File: src/rtl/vector_magnitude_seq_pkg.sv
// Shared types for the sequential magnitude engine: FSM state encoding and mode selectors.
package vector_magnitude_pkg;

  typedef enum logic [1:0] {
    S_IDLE   = 2'd0,
    S_SQUARE = 2'd1,
    S_ROOT   = 2'd2,
    S_DONE   = 2'd3
  } state_t;

  localparam logic MODE_HYPOT = 1'b0;
  localparam logic MODE_GMEAN = 1'b1;

endpackage

File: src/rtl/vector_magnitude_seq_if.sv
// Operand/result handshake bundle between the pin mapping (master) and the engine (slave).
interface vector_magnitude_seq_if #(parameter int W = 8);

  logic         in_valid;
  logic         in_ready;
  logic         in_mode;
  logic [W-1:0] in_x;
  logic [W-1:0] in_y;
  logic         out_valid;
  logic         out_ready;
  logic [W:0]   out_root;
  logic         out_exact;

  modport master (
    output in_valid, in_mode, in_x, in_y, out_ready,
    input  in_ready, out_valid, out_root, out_exact
  );

  modport slave (
    input  in_valid, in_mode, in_x, in_y, out_ready,
    output in_ready, out_valid, out_root, out_exact
  );

endinterface

File: src/rtl/vector_magnitude_seq_isqrt_step.sv
// One restoring square-root digit step: consumes two radicand bits, yields one root bit.
module isqrt_step #(
  parameter int RW = 9
) (
  input  logic [RW:0]   rem,
  input  logic [RW-1:0] root,
  input  logic [1:0]    pair,
  output logic [RW:0]   rem_next,
  output logic [RW-1:0] root_next
);

  logic [RW+2:0] rem_sh;
  logic [RW+2:0] trial;

  // rem never exceeds 2*root, so the post-step remainder always fits RW+1 bits
  // and the subtraction can be done modulo 2^(RW+1).
  always_comb begin
    rem_sh = {rem, pair};
    trial  = {1'b0, root, 2'b01};
    if (rem_sh >= trial) begin
      rem_next  = rem_sh[RW:0] - trial[RW:0];
      root_next = {root[RW-2:0], 1'b1};
    end else begin
      rem_next  = rem_sh[RW:0];
      root_next = {root[RW-2:0], 1'b0};
    end
  end

endmodule

File: src/rtl/vector_magnitude_seq.sv
// Multi-cycle floor(sqrt(x*x+y*y)) / floor(sqrt(x*y)) engine with valid/ready on both sides.
//   state    | meaning
//   S_IDLE   | ready for operands; last result held on the outputs
//   S_SQUARE | form the radicand from the latched magnitudes
//   S_ROOT   | W+1 digit steps, counter runs W..0
//   S_DONE   | result valid, waiting for out_ready
module vector_magnitude_seq
  import vector_magnitude_pkg::*;
#(
  parameter int W         = 8,
  parameter bit SIGNED_IN = 1'b0
) (
  input  logic                 clk,
  input  logic                 rst,
  vector_magnitude_seq_if.slave bus
);

  localparam int RW   = W + 1;
  localparam int RADW = 2 * W + 2;
  localparam int CW   = $clog2(W + 1);

  state_t          state, state_next;
  logic [W-1:0]    a, b;
  logic            mode;
  logic [RADW-1:0] rad;
  logic [RW:0]     rem;
  logic [RW-1:0]   root;
  logic [CW-1:0]   cnt;
  logic [RW-1:0]   root_q;
  logic            exact_q;

  logic [W-1:0]    abs_x, abs_y;
  logic [RADW-1:0] a_ext, b_ext, sq_sum, prod;
  logic [RW:0]     rem_step;
  logic [RW-1:0]   root_step;

  always_comb begin
    abs_x = (SIGNED_IN && bus.in_x[W-1]) ? (~bus.in_x + 1'b1) : bus.in_x;
    abs_y = (SIGNED_IN && bus.in_y[W-1]) ? (~bus.in_y + 1'b1) : bus.in_y;
  end

  always_comb begin
    a_ext  = RADW'(a);
    b_ext  = RADW'(b);
    sq_sum = a_ext * a_ext + b_ext * b_ext;
    prod   = a_ext * b_ext;
  end

  // Radicand is shifted left each step, so its top pair is always the next to consume.
  isqrt_step #(.RW(RW)) u_step (
    .rem       (rem),
    .root      (root),
    .pair      (rad[RADW-1 -: 2]),
    .rem_next  (rem_step),
    .root_next (root_step)
  );

  always_ff @(posedge clk or posedge rst) begin
    if (rst) state <= S_IDLE;
    else     state <= state_next;
  end

  always_comb begin
    state_next = state;
    case (state)
      S_IDLE:   if (bus.in_valid) state_next = S_SQUARE;
      S_SQUARE: state_next = S_ROOT;
      S_ROOT:   if (cnt == '0) state_next = S_DONE;
      S_DONE:   if (bus.out_ready) state_next = S_IDLE;
      default:  state_next = S_IDLE;
    endcase
  end

  always_ff @(posedge clk or posedge rst) begin
    if (rst) begin
      a       <= '0;
      b       <= '0;
      mode    <= MODE_HYPOT;
      rad     <= '0;
      rem     <= '0;
      root    <= '0;
      cnt     <= '0;
      root_q  <= '0;
      exact_q <= 1'b0;
    end else begin
      case (state)
        S_IDLE: begin
          if (bus.in_valid) begin
            a    <= abs_x;
            b    <= abs_y;
            mode <= bus.in_mode;
          end
        end
        S_SQUARE: begin
          rad  <= (mode == MODE_GMEAN) ? prod : sq_sum;
          rem  <= '0;
          root <= '0;
          cnt  <= CW'(W);
        end
        S_ROOT: begin
          rad  <= rad << 2;
          rem  <= rem_step;
          root <= root_step;
          if (cnt == '0) begin
            root_q  <= root_step;
            exact_q <= (rem_step == '0);
          end else begin
            cnt <= cnt - 1'b1;
          end
        end
        default: ;
      endcase
    end
  end

  assign bus.in_ready  = (state == S_IDLE);
  assign bus.out_valid = (state == S_DONE);
  assign bus.out_root  = root_q;
  assign bus.out_exact = exact_q;

endmodule

File: src/flat_wrapper.sv
// flat-port wrapper written by rule: the top's interface ports become plain ports
module vector_magnitude_seq_flat import vector_magnitude_pkg::*;
#(
  parameter int W         = 8,
  parameter bit SIGNED_IN = 1'b0
)
  (clk, rst, bus_in_valid, bus_in_mode, bus_in_x, bus_in_y, bus_out_ready, bus_in_ready, bus_out_valid, bus_out_root, bus_out_exact);
  vector_magnitude_seq_if #(.W(W)) bus_i ();
  input  logic clk;
  input  logic rst;
  input wire logic [$bits(bus_i.in_valid)-1:0] bus_in_valid;
  input wire logic [$bits(bus_i.in_mode)-1:0] bus_in_mode;
  input wire logic [$bits(bus_i.in_x)-1:0] bus_in_x;
  input wire logic [$bits(bus_i.in_y)-1:0] bus_in_y;
  input wire logic [$bits(bus_i.out_ready)-1:0] bus_out_ready;
  output wire logic [$bits(bus_i.in_ready)-1:0] bus_in_ready;
  output wire logic [$bits(bus_i.out_valid)-1:0] bus_out_valid;
  output wire logic [$bits(bus_i.out_root)-1:0] bus_out_root;
  output wire logic [$bits(bus_i.out_exact)-1:0] bus_out_exact;
  assign bus_i.in_valid = bus_in_valid;
  assign bus_i.in_mode = bus_in_mode;
  assign bus_i.in_x = bus_in_x;
  assign bus_i.in_y = bus_in_y;
  assign bus_i.out_ready = bus_out_ready;
  assign bus_in_ready = bus_i.in_ready;
  assign bus_out_valid = bus_i.out_valid;
  assign bus_out_root = bus_i.out_root;
  assign bus_out_exact = bus_i.out_exact;
  vector_magnitude_seq #(.W(W), .SIGNED_IN(SIGNED_IN)) u_core (.clk(clk), .rst(rst), .bus(bus_i));
endmodule
File: config.mk
export PLATFORM = sky130hd
export DESIGN_NAME = vector_magnitude_seq_flat
export DESIGN_NICKNAME = d
export VERILOG_FILES = /design/src/rtl/vector_magnitude_seq_pkg.sv /design/src/rtl/vector_magnitude_seq_if.sv /design/src/rtl/vector_magnitude_seq_isqrt_step.sv /design/src/rtl/vector_magnitude_seq.sv /design/src/flat_wrapper.sv
export SDC_FILE = /design/constraint.sdc
export NUM_CORES = 1
export LEC_CHECK = 0
export ABC_AREA = 1
export ABC_CLOCK_PERIOD_IN_PS = 6300
export BUFFER_PORTS_ARGS = -buffer_cell sky130_fd_sc_hd__clkbuf_2
export CAP_MARGIN = 10
export CORE_ASPECT_RATIO = 2
export CORE_UTILIZATION = 40
export DETAILED_ROUTE_END_ITERATION = 8
export GPL_TIMING_DRIVEN = 1
export PLACE_DENSITY = 0.59
export SLEW_MARGIN = 20
export SYNTH_ARGS = -nofsm -noshare
export SYNTH_HDL_FRONTEND = slang
export SYNTH_SLANG_ARGS = --single-unit
File: constraint.sdc
create_clock -name clk -period 6.3 [get_ports clk]
set_input_delay 1.26 -clock clk [delete_from_list [all_inputs] [get_ports clk]]
set_output_delay 1.26 -clock clk [all_outputs]
set_load 0.02 [all_outputs]
==> run_results.csv, run 1 <==
group,metric,value,unit
outcome,status,"completed",
logic_synthesis,ys_warn_count,0,
clock_network,cts.sinks,70,
cells_and_area,drive_gt1_share,7.10,%
floorplanning,initial_utilization,40.6,%
worst_setup_path,end_kind,"flop",
logic_synthesis,synth.distinct_cells,42,
sta,tightest_slew,0.953,ns
detailed_routing,drt_iter0_markers,272,
run,max_cap_viol_count,0,
floorplanning,dieArea,24200,µm²
cells_and_area,n_fill_cell,2413,
grt,overflow,0,
logic_synthesis,synth_area,9400,µm²
clock_network,clk_pin_slew,0.06,ns
worst_setup_path,reg2reg_slack,0.63,ns
sta,finClkSkew,0.00955,ns
cells_and_area,final_cell_mix,"inv_1, nand2_1, fa_1",
worst_setup_path,cp_max_fo,16,
clock_network,root_buffer,"clkbuf_16",
detailed_routing,routed_via_density,4.98,
worst_setup_path,cp.required,6.55,ns
detailed_routing,ant_nets,0,
place,port_buffers,32,
clock_network,h-tree-depth,3,
place,dp_slack,0.654,ns
clock_network,cts_buffers,9,
logic_synthesis,ys.flop_type,"dfrtp_1",
grt,grt_max_degree,71,
detailed_routing,remaining_drc_errors,0,
sta,drv_slew,0,
place,place.gp.congestion,0.928,
clock_network,cts_tree,"done",
detailed_routing,wl_per_cell,15.8,µm
detailed_routing,dr.pass1.iters,5,
floorplanning,fp-row-count,79,
floorplanning,die_h,219,µm
grt,antenna_found_initial,0,
floorplanning,die_x,110,µm
sta,period_needed,5.67,ns
logic_synthesis,async_flop_share,100,%
worst_setup_path,crit_arrival,5.92,ns
sta,finalCritPeriodShare,90.0,%
cells_and_area,layout_commonest_cell,"inv_1",
grt,grt_pass1_wl,39500,µm
logic_synthesis,syn_inst,1200,
cells_and_area,area.growth.synth_to_final,8.25,%
sta,worst_slack,0.628,ns
logic_synthesis,avgSynthCellArea,7.83,µm²
worst_setup_path,path_class,"reg -> reg",
hold_path,hp-class,"reg -> reg",
logic_synthesis,synth_nets,1443,
sta,setup_tns,0,ns
sta,relSlewSlack,36.5,%
grt,grt_pass1_vias,8136,
floorplanning,ios,33,
logic_synthesis,ys_seq_area_share,18.6,%
sta,setup_viol,0,
logic_synthesis,synth-seq-cells,70,
logic_synthesis,synth_edf_count,0,
cells_and_area,nNetsFinal,1463,
sta,clock.fmax,176,MHz
grt,grt_usage,21.1,%
clock_network,cts_max_path_buffers,2,
sta,finalHoldViolCount,0,
place,place_hpwl,19800,µm
clock_network,holdBufCountCts,0,
detailed_routing,postRouteWirelength,23900,µm
clock_network,clk_latency,0.36,ns
worst_setup_path,crit_path_start_kind,"flop",
clock_network,cts_resized,0,
floorplanning,core-area,23100,µm²
sta,rsz0062_at_grt,"false",
detailed_routing,vias,7516,
clock_network,postCtsSetupBuffers,0,
cells_and_area,antenna_cells,0,
==> synth_stat cells, types with 8 or more instances <==
library cell,count,area share [%]
a21oi_1,46,2.4
dfrtp_1,70,19
o21ai_0,50,2.7
inv_1,298,12
nand4_1,16,1.1
ha_1,110,15
nand3_1,33,1.8
clkbuf_1,39,1.6
xnor2_1,8,0.75
nand2_1,275,11
fa_1,112,24
nor2_1,48,1.9
xor2_1,12,1.1
o22ai_1,23,1.5
==> registers in the layout, summed over array words and instances, names as in the netlist <==
| signal | flops |
|---|---|
| u_core.mode | 1 |
| u_core.bus.out_exact | 1 |
| u_core.cnt | 4 |
| u_core.state | 2 |
| u_core.root | 9 |
| u_core.rem | 10 |
| u_core.b | 8 |
| u_core.rad | 18 |
| u_core.a | 8 |
| u_core.bus.out_root | 9 |
==> worst paths after layout <==
kind	endpoint	startpoint	cells after the start
max	u_core.rad[12]	u_core.a[3]	19
min	u_core.bus.out_exact	u_core.bus.out_exact	2
max reg2reg	u_core.rad[12]	u_core.a[3]	19
min reg2reg	u_core.bus.out_exact	u_core.bus.out_exact	2
max in group asynchronous	u_core.rem[8]	rst	3
min in group asynchronous	u_core.b[0]	rst	3
==> area by class of cell <==
class	count	area [µm²]	area share, %
Multi-Input combinational cell	788	6360	62.5
Clock inverter	7	55.1	0.541
Inverter	299	1120	11.0
Timing Repair Buffer	52	310	3.05
Sequential cell	70	1750	17.2
Clock buffer	9	225	2.21
Tap cell	283	354	3.48
==> stage by stage <==
| stage | cell area, µm² | std cells | util, % | hold slack, ns |
|---|---|---|---|---|
| global placement | 9900 | 1492 | 42.8 | 0.465 |
| detailed placement | 9900 | 1492 | 42.8 | 0.469 |
| global route | 10200 | 1508 | 44.0 | 0.503 |
| floorplan | 9400 | 1200 | - | 0.453 |
| finish | 10200 | 1508 | 44.0 | 0.477 |
| CTS | 10200 | 1508 | 44.0 | 0.485 |
==> layer usage <==
metal	part of all wire, %	track usage (%)
met4	4.2	10.4
met1	34	19.2
met5	0	0
met2	59	44.4
met3	1.9	2.21
==> kinds of logic after synthesis <==
logic type / share of synthesized area (%)
buffers and inverters: 13.7
AO/OA/AOI/OAI: 8.65
adder cells (fa/ha/maj): 38.5
multiplexers: 1.05
XOR/XNOR: 1.86
flip-flops: 18.6
AND/OR/NAND/NOR: 17.6
==> critical path: stages, from the launching register on <==
cell	delay, ns
dfrtp_1	0.73
nand2_1	0.14
fa_1	0.51
fa_1	0.55
inv_1	0.05
fa_1	0.51
fa_1	0.44
fa_1	0.54
inv_1	0.05
fa_1	0.53
inv_1	0.04
ha_1	0.34
a21oi_1	0.16
a21boi_1	0.32
o21ai_0	0.21
xor2_1	0.18
nand2_1	0.07
nand2_1	0.06
nand2_1	0.06
nand2_1	0.06
Power of run 1 is left out: the tool's default activity adds up to more than one toggle a clock period on the data nets, which glitch-free logic cannot reach.
==> inputs of run 2 (changes only) <==
--- a/config.mk
+++ b/config.mk
@@ -5,7 +5,6 @@
 export SDC_FILE = /design/constraint.sdc
 export NUM_CORES = 1
 export LEC_CHECK = 0
-export ABC_AREA = 1
 export ABC_CLOCK_PERIOD_IN_PS = 6300
 export BUFFER_PORTS_ARGS = -buffer_cell sky130_fd_sc_hd__clkbuf_2
 export CAP_MARGIN = 10
@@ -14,7 +13,7 @@
 export DETAILED_ROUTE_END_ITERATION = 8
 export GPL_TIMING_DRIVEN = 1
 export PLACE_DENSITY = 0.59
-export SLEW_MARGIN = 20
+export SKIP_CTS_REPAIR_TIMING = 1
 export SYNTH_ARGS = -nofsm -noshare
 export SYNTH_HDL_FRONTEND = slang
 export SYNTH_SLANG_ARGS = --single-unit
==> run 2 against run 1 <==
  * Critical path depth is 2 lower
  * Via count decreased by 9.1%
  * Flip-flop and latch count is the same
  * Clock skew grew 0.0030 ns
  * Sequential share of layout area is 0.34 points higher
  * Non-clock buffer count increased by 6
  * Wire length shrank 7.7%
  * First-iteration DRC count is 30% lower
==> run_results.csv, run 2 <==
group,metric,value,unit
logic_synthesis,synth_top_area_share,24.5,%
cells_and_area,final_cell_mix,"inv_1, fa_1, ha_1",
sta,finalCritPeriodShare,94.9,%
place,dp_slack,0.211,ns
hold_path,hp-class,"reg -> reg",
worst_setup_path,crit_path_start_kind,"flop",
grt,grt_usage,20.6,%
logic_synthesis,synth-seq-cells,70,
sta,setup_viol,0,
sta,setup_tns,0,ns
logic_synthesis,avgSynthCellArea,9.29,µm²
worst_setup_path,slowest_stage,"fa_1",
detailed_routing,remaining_drc_errors,0,
worst_setup_path,path_cells,"inv_1 > nor2_2 > fa_1 > fa_1 > fa_1 > fa_1 > fa_1 > inv_1 > fa_1 > inv_1 > ha_1 > a21oi_1 > o21ai_0 > a211oi_1 > o21bai_1 > a2111oi_0 > o31ai_1",
logic_synthesis,netlist_top_cells_count,"inv_1, fa_1, ha_1",
logic_synthesis,synth.distinct_cells,54,
cells_and_area,antenna_cells,0,
floorplanning,ios,33,
floorplanning,dieArea,23500,µm²
logic_synthesis,synth_nets,1227,
grt,grt_pass1_wl,36900,µm
clock_network,cts_tree,"done",
logic_synthesis,ys_seq_area_share,19.2,%
worst_setup_path,path_class,"reg -> reg",
cells_and_area,nNetsFinal,1259,
detailed_routing,drt_iter0_markers,190,
worst_setup_path,cpPeakStageDelay,0.57,ns
clock_network,clk_latency,0.35,ns
logic_synthesis,async_flop_share,100,%
place,placed_area,9700,µm²
cells_and_area,largest_reg_flops,18,
cells_and_area,drive_gt1_share,11.7,%
sta,tightest_slew,1.02,ns
sta,finalHoldViolCount,0,
floorplanning,die_x,109,µm
floorplanning,fp-row-count,77,
worst_setup_path,crit_top_cell,"fa_1",
cells_and_area,reg.largest.list,"u_core.rad (18), u_core.rem (10)",
cells_and_area,final_area,9990,µm²
worst_setup_path,crit_arrival,6.20,ns
clock_network,cts.sinks,70,
grt,grt_max_degree,71,
worst_setup_path,cp.required,6.52,ns
cells_and_area,seq_area,1750,µm²
place,place.gp.congestion,0.876,
cells_and_area,top_register,"u_core.rad",
logic_synthesis,ys_warn_count,0,
clock_network,cts_buffers,9,
grt,antenna_found_initial,0,
cells_and_area,area.growth.synth_to_final,9.34,%
detailed_routing,postRouteWirelength,22000,µm
clock_network,h-tree-depth,3,
detailed_routing,vias,6830,
logic_synthesis,synth_most_common_cell,"inv_1",
clock_network,cts_max_path_buffers,2,
worst_setup_path,end_kind,"flop",
logic_synthesis,synth_area_leaders,"fa_1, dfrtp_1, ha_1, inv_1, and2_1",
outcome,status,"completed",
logic_synthesis,synth_edf_count,0,
sta,finClkSkew,0.0126,ns
floorplanning,initial_utilization,41.1,%
logic_synthesis,ys.flop_type,"dfrtp_1",
cells_and_area,multi_input_area,6550,µm²
floorplanning,core-area,22300,µm²
logic_synthesis,syn_inst,984,
cells_and_area,postLayoutCoreUtil,44.9,%
floorplanning,die_h,216,µm
detailed_routing,wl_per_cell,17.0,µm
detailed_routing,ant_nets,0,
cells_and_area,layout_commonest_cell,"inv_1",
clock_network,root_buffer,"clkbuf_16",
sta,clock.fmax,167,MHz
clock_network,clk_pin_slew,0.06,ns
sta,drv_slew,0,
grt,grt_pass1_vias,7580,
place,port_buffers,32,
sta,rsz0062_at_grt,"false",
detailed_routing,dr.pass1.iters,7,
cells_and_area,n_fill_cell,2244,
place,place_hpwl,18200,µm
worst_setup_path,cp_max_fo,9,
detailed_routing,routed_via_density,5.27,
grt,overflow,0,
sta,worst_slack,0.322,ns
logic_synthesis,synth_area,9140,µm²
logic_synthesis,yosysTopAreaCell,"fa_1",
sta,relSlewSlack,31.7,%
run,max_cap_viol_count,0,
sta,period_needed,5.98,ns
==> run 2: cell types whose count changed in the layout (fill, tap and decap cells not counted), sizes merged, moves of 10 or more <==
cell and delta:
nand4 -14, o22ai -10, nand2 -198, and2 +63, nand3 -14, xnor2 +12, inv -112, a21o +11
nor2 -20, mux2 +25
==> run 2: routing by layer <==
| metal | vias to the layer above | global-route usage [%] | wire length, µm |
|---|---|---|---|
| met2 | 92 | 42.1 | 13300 |
| met4 | 0 | 8.69 | 734 |
| met5 | - | 0 | 0 |
| met3 | 46 | 2.33 | 354 |
| met1 | 3433 | 19.3 | 7630 |
| li1 | 3259 | - | - |
==> run 2: worst max-delay path, delay by kind of cell (launching register included) <==
kind            cells  cell delay [ns]
buf+inv             3             0.29
fa+ha+maj           7             3.41
flops               1             0.52
compound gates      6             1.42
simple gates        1             0.20
==> run 2: area by class of cell <==
| class | count | area share [%] |
|---|---|---|
| sequential | 70 | 17.6 |
| tap | 276 | 3.46 |
| inverter | 186 | 6.99 |
| timing repair buffer | 58 | 3.56 |
| clock buffer | 9 | 2.25 |
| clock inverter | 7 | 0.613 |
| multi-input combinational | 691 | 65.6 |
==> run 2: cells by family (layout without fill, tap and decap cells) <==
family          after synthesis  in the layout  share of synthesized area [%]
mux                          39             39                           4.71
flops                        70             70                           19.2
xor+xnor                     30             30                           2.87
buf+inv                     223            260                           9.19
fa+ha+maj                   222            222                           39.6
simple gates                235            235                           12.9
compound gates              165            165                           11.6
==> run 2: path summary, 6_finish.rpt <==
| kind | from | to | slack [ns] | depth (start not counted) |
|---|---|---|---|---|
| max | u_core.b[3] | u_core.rad[16] | 0.32 | 17 |
| min | u_core.bus.out_root[2] | u_core.bus.out_root[2] | 0.51 | 1 |
| max reg2reg | u_core.b[3] | u_core.rad[16] | 0.32 | 17 |
| min reg2reg | u_core.bus.out_root[2] | u_core.bus.out_root[2] | 0.51 | 1 |
| max in group asynchronous | rst | u_core.b[4] | 4.41 | 3 |
| min in group asynchronous | rst | u_core.b[1] | 1.18 | 3 |
==> run 2: per-stage QoR <==
stage | instances | hold WS (ns)
finish | 1297 | 0.506
global route | 1297 | 0.530
CTS | 1297 | 0.509
detailed placement | 1281 | 0.495
global placement | 1281 | 0.489
floorplan | 984 | 0.478
Power of run 2 is left out for the same reason.
